===== config.mk =====
export PLATFORM = sky130hd
export DESIGN_NAME = fifo_write_ctrl
export DESIGN_NICKNAME = d
export VERILOG_FILES = /design/src/rtl/fifo_pkg.sv /design/src/rtl/fifo_write_ctrl_ptr_sync.sv /design/src/rtl/fifo_write_ctrl.sv
export SDC_FILE = /design/constraint.sdc
export NUM_CORES = 1
export LEC_CHECK = 0
export CORE_MARGIN = 10
export CORE_UTILIZATION = 50
export DETAILED_ROUTE_END_ITERATION = 16
export PLACE_DENSITY = 0.93
export SLEW_MARGIN = 15
export SYNTH_ARGS = -nofsm -noshare
export SYNTH_HDL_FRONTEND = slang
export SYNTH_SLANG_ARGS = --single-unit

===== constraint.sdc =====
create_clock -name clk_w -period 3.6 [get_ports clk_w]
set_input_delay 0.36 -clock clk_w [delete_from_list [all_inputs] [get_ports clk_w]]
set_output_delay 0.36 -clock clk_w [all_outputs]
set_load 0.02 [all_outputs]

===== src/rtl/fifo_pkg.sv =====
// Shared helpers for the asynchronous FIFO controllers: Gray/binary
// conversion and pointer-width arithmetic.
package fifo_pkg;

  // Widest pointer the conversion helpers handle; callers cast to their width.
  localparam int max_ptr_w = 32;

  // Pointer width for a given depth: address bits plus one wrap bit.
  function automatic int ptr_width(input int depth);
    return $clog2(depth) + 1;
  endfunction

  // Binary to reflected Gray code. Unused upper bits must be zero.
  function automatic logic [max_ptr_w-1:0] bin2gray(input logic [max_ptr_w-1:0] b);
    return b ^ (b >> 1);
  endfunction

  // Gray to binary: each binary bit is the XOR of all Gray bits at or above it.
  function automatic logic [max_ptr_w-1:0] gray2bin(input logic [max_ptr_w-1:0] g);
    logic [max_ptr_w-1:0] b;
    b[max_ptr_w-1] = g[max_ptr_w-1];
    for (int i = max_ptr_w - 2; i >= 0; i--) begin
      b[i] = b[i+1] ^ g[i];
    end
    return b;
  endfunction

endpackage


===== src/rtl/fifo_write_ctrl_ptr_sync.sv =====
// N-stage flop chain carrying a Gray pointer across a clock domain.
// Shared by the write- and read-side controllers.
module ptr_sync #(
  parameter int width  = 4,
  parameter int stages = 2
) (
  input  logic             clk,
  input  logic             reset,
  input  logic [width-1:0] d,
  output logic [width-1:0] q
);

  logic [stages-1:0][width-1:0] chain;

  // Shift the asynchronous pointer through the synchroniser stages.
  always_ff @(posedge clk) begin
    // NOTE: the chain is reset with the controller so a stale read pointer
    // from before reset can never leak into the level calculation.
    if (reset) begin
      chain <= '0;
    end else begin
      chain <= {chain[stages-2:0], d};
    end
  end

  assign q = chain[stages-1];

endmodule


===== src/rtl/fifo_write_ctrl.sv =====
// Write-side controller of the asynchronous FIFO (write clock domain only):
// binary/Gray write pointers, read-pointer synchroniser, full/almost-full/
// level flags and a sticky overflow flag.
module fifo_write_ctrl
  import fifo_pkg::*;
#(
  parameter int width        = 32,
  parameter int depth        = 8,
  parameter int adr_width    = $clog2(depth),
  parameter int sync_stages  = 2,
  parameter int afull_thresh = depth - 2
) (
  input  logic                 clk_w,
  input  logic                 reset,
  input  logic                 wr_en,
  input  logic                 clr_overflow,
  input  logic [adr_width:0]   rd_ptr_gray_async,
  output logic                 write,
  output logic [adr_width-1:0] write_adr,
  output logic [adr_width:0]   wr_ptr_gray,
  output logic                 FIFO_full,
  output logic                 almost_full,
  output logic [adr_width:0]   wr_level,
  output logic                 overflow
);

  localparam int ptr_w = adr_width + 1;
  localparam logic [ptr_w-1:0] depth_lvl  = ptr_w'(depth);
  localparam logic [ptr_w-1:0] afull_lvl  = ptr_w'(afull_thresh);

  // Reject configurations the pointer arithmetic cannot support.
  if (width < 1 || depth < 4 || (depth & (depth - 1)) != 0 ||
      ptr_w != ptr_width(depth) || sync_stages < 2 ||
      afull_thresh < 1 || afull_thresh > depth) begin : g_param_check
    $error("fifo_write_ctrl: illegal parameter combination");
  end

  logic [ptr_w-1:0] wptr_bin;
  logic [ptr_w-1:0] wptr_nxt;
  logic [ptr_w-1:0] rd_ptr_gray_sync;
  logic [ptr_w-1:0] rptr_bin;
  logic [ptr_w-1:0] wr_level_nxt;

  ptr_sync #(
    .width  (ptr_w),
    .stages (sync_stages)
  ) u_rd_sync (
    .clk   (clk_w),
    .reset (reset),
    .d     (rd_ptr_gray_async),
    .q     (rd_ptr_gray_sync)
  );

  // Accept only against the registered full flag; never write during reset.
  assign write     = wr_en & ~FIFO_full & ~reset;
  assign write_adr = wptr_bin[adr_width-1:0];

  assign wptr_nxt     = wptr_bin + ptr_w'(write);
  assign rptr_bin     = ptr_w'(gray2bin(max_ptr_w'(rd_ptr_gray_sync)));
  // The synchronised read pointer lags, so this level can only overestimate.
  assign wr_level_nxt = wptr_nxt - rptr_bin;

  // Advance pointers and register all flags from the post-write pointer.
  always_ff @(posedge clk_w) begin
    // NOTE: every register here uses <= so all flags see the same
    // pre-edge pointer values regardless of statement order.
    if (reset) begin
      wptr_bin    <= '0;
      wr_ptr_gray <= '0;
      wr_level    <= '0;
      FIFO_full   <= 1'b0;
      almost_full <= 1'b0;
      overflow    <= 1'b0;
    end else begin
      wptr_bin    <= wptr_nxt;
      wr_ptr_gray <= ptr_w'(bin2gray(max_ptr_w'(wptr_nxt)));
      wr_level    <= wr_level_nxt;
      FIFO_full   <= (wr_level_nxt == depth_lvl);
      almost_full <= (wr_level_nxt >= afull_lvl);
      // Set wins over clear so a rejected write is never lost.
      if (wr_en && FIFO_full) begin
        overflow <= 1'b1;
      end else if (clr_overflow) begin
        overflow <= 1'b0;
      end
    end
  end

endmodule


==> reports/qor.yml <==
timing:
  maxSlewViolCount: 0
  hold_violations: 0
  fin_crit_ns: 2.550
  worstMarginPinSlew_ns: 0.4072
  fin_crit_sh_pct: 70.83
  skew_ns: 0.005834
  relSlewSlack_pct: 72.66
  fin_ws_ns: 1.050
  clock.fmax_ghz: 0.3922
  rsz0062_at_grt: "no"
  final.setup.tns_ns: 0
  setup-violations-final: 0
cells_and_area:
  nets: 120
  utilization_pct: 67.77
  ff_latch_area_sq_um: 440.4
  n_antenna_cell: 0
  syn2layout_area_growth_pct: 31.02
  layout-drive-gt1-share_pct: 9.524
  multi_input_area_sq_um: 424.2
  fill_cells: 131
logic_synthesis:
  yosysTopAreaCellShare_pct: 49.86
  synth_edf_count: 0
  syn_inst: 81
  syn_area_sq_um: 883.3
  ys_types: 26
  synth_common_cells: "dfxtp_1 (22), nor2b_1 (9), nor2_1 (8)"
  async_reset_ff_share_pct: 0
  synthesis.nets: 94
  yosysSeqAreaShare_pct: 49.86
  yosys_warnings: 0
  synth_area_leaders: "dfxtp_1 (50%), nor2b_1 (6.4%), ha_1 (5.7%)"
  ys_ff_latch: 22
  yosys.area.top_type: "dfxtp_1"
  yosysMostFrequentCell: "dfxtp_1"
  ys.flop_type: "dfxtp_1"
  syn_avg_cell_area_sq_um: 10.91
setup_path:
  rr_endpoint: "FIFO_full"
  cp_max_fo: 4
  reg2regPathDepth: 8
  critPathRequiredTime_ns: 3.82
  regToRegStartpoint: "u_rd_sync.q[2]"
  critPathLaunchType: "primary input"
  crit_path_end_kind: "flip-flop"
  r2r_slack_ns: 1.24
  arrival_ns: 2.77
  setup.worst_path.class: "in -> reg"
detailed_routing:
  viasPerCell: 4.723
  wl_per_cell_um: 12.15
  num_vias: 614
  dr.first_iter.drc_count: 8
  routed_wl_um: 1579
  first_pass_iters: 4
  drc: 0
  ant_nets: 0
clock_network:
  ctsHoldBuffers: 0
  clockBufferDepth: 2
  tritoncts: "built"
  clock_latency_ns: 0.29
  numCtsBuffers: 3
  post_cts_buffers: 0
  clk_pin_slew_worst_paths_ns: 0.11
  numClockSinks: 22
  root_buffer: "clkbuf_4"
  cts_resized: 0
  htree_levels: 1
die:
  start_util_pct: 51.72
  die-area_sq_um: 3848
  die_y_um: 62.03
  core_area_sq_um: 1708
  io_pins: 23
  rows: 15
  die_w_um: 62.03
global_route:
  grt-ovfl-total: 0
  grt_antenna_before_repair: 0
  grt_pass1_vias: 666
  track_usage_pct: 8.917
  grt_pass1_wl_um: 2580
  grt_max_degree: 24
placement:
  gp_congestion: 0.7955
  numPortBuffers: 22
  dpl.hpwl_um: 1310
  place_ws_ns: 0.7393
outcome:
  outcome: "finished, final reports clean"
pwr:
  ir_drop_mv: 0.3233
  p_per_area_nw_per_um2: 449.1
  p_leak_nw: 0.4692
job:
  max_cap_viol_count: 0
worst_hold_path:
  min_path_type: "reg -> reg"
  min-delay-start: "u_rd_sync.chain[2]"
  min_path_cells: 1
  hold_end: "u_rd_sync.q[2]"
==> where the power goes <==
part           leakage, nW  internal [W]  total, W  switching [W]
logic                0.274     0.0000760  0.000145      0.0000694
registers            0.181      0.000265  0.000272     0.00000729
clock network       0.0138     0.0000389  0.000102      0.0000634
==> worst max-delay path, stage by stage <==
cell             delay, ns
clkdlybuf4s50_1       0.47
nor3b_1               0.27
ha_1                  0.25
ha_1                  0.22
inv_1                 0.10
fa_1                  0.43
xor3_2                0.42
nand4b_1              0.11
a21oi_1               0.15
==> metal layers <==
layer,part of all wire (%),GRT usage (%),vias to the layer above
met5,0,0,-
li1,-,-,314
met2,53,17.54,16
met4,1.2,4.777,0
met1,38,7.920,282
met3,7.1,2.439,2
==> registers in the layout (all words and copies together), names as in the netlist <==
| register | count |
|---|---|
| wr_ptr_gray | 4 |
| FIFO_full | 1 |
| u_rd_sync.chain | 4 |
| almost_full | 1 |
| wr_level | 4 |
| wptr_bin | 3 |
| overflow | 1 |
| u_rd_sync.q | 4 |
==> layout make-up <==
type	instances	share of cell area [%]
Tap cell	25	2.703
Sequential cell	22	38.05
Inverter	3	0.9730
Multi-Input combinational cell	54	36.65
Timing Repair Buffer	23	19.68
Clock buffer	3	1.946
==> kinds of logic after synthesis <==
| kind of cell | share of synthesized area, % |
|---|---|
| AND/OR/NAND/NOR | 19.55 |
| flip-flops | 49.86 |
| XOR/XNOR | 14.45 |
| AO/OA/AOI/OAI | 6.090 |
| buffers and inverters | 2.125 |
| adder cells (fa/ha/maj) | 7.932 |
==> through the flow <==
| stage | instance area [sq um] | hold slack [ns] | total power, W | std cells |
|---|---|---|---|---|
| detailed placement | 1135 | 0.4350 | 0.0004259 | 127 |
| CTS | 1157 | 0.4576 | 0.0005275 | 130 |
| finish | 1157 | 0.4557 | 0.0005198 | 130 |
| global placement | 1135 | 0.4172 | 0.0004204 | 127 |
| floorplan | 883.3 | 0.4138 | 0.0003675 | 81 |
| global route | 1157 | 0.4750 | 0.0005485 | 130 |
==> worst max-delay path by stage <==
stage,startpoint,endpoint,slack [ns],cells past startpoint
3_3_place_gp,wr_en,FIFO_full,0.84,9
6_report,wr_en,FIFO_full,1.05,9
4_1_cts,wr_en,FIFO_full,1.05,9
2_1_floorplan,reset,wr_level[3],0.76,9
3_5_place_dp,reset,FIFO_full,0.74,9
5_1_grt,wr_en,FIFO_full,0.94,9
==> cell usage in the layout, fill, tap and decap left out, drive strengths merged, types with 3 or more instances in the layout <==
master,netlist,final
inv,3,3
nor2b,9,9
a21oi,4,4
nand3,3,3
nor2,8,8
xnor2,6,6
clkbuf,2,3
dfxtp,22,22
ha,4,4
xor2,4,4
clkdlybuf4s50,0,22
(Power assumes the default switching activity.)
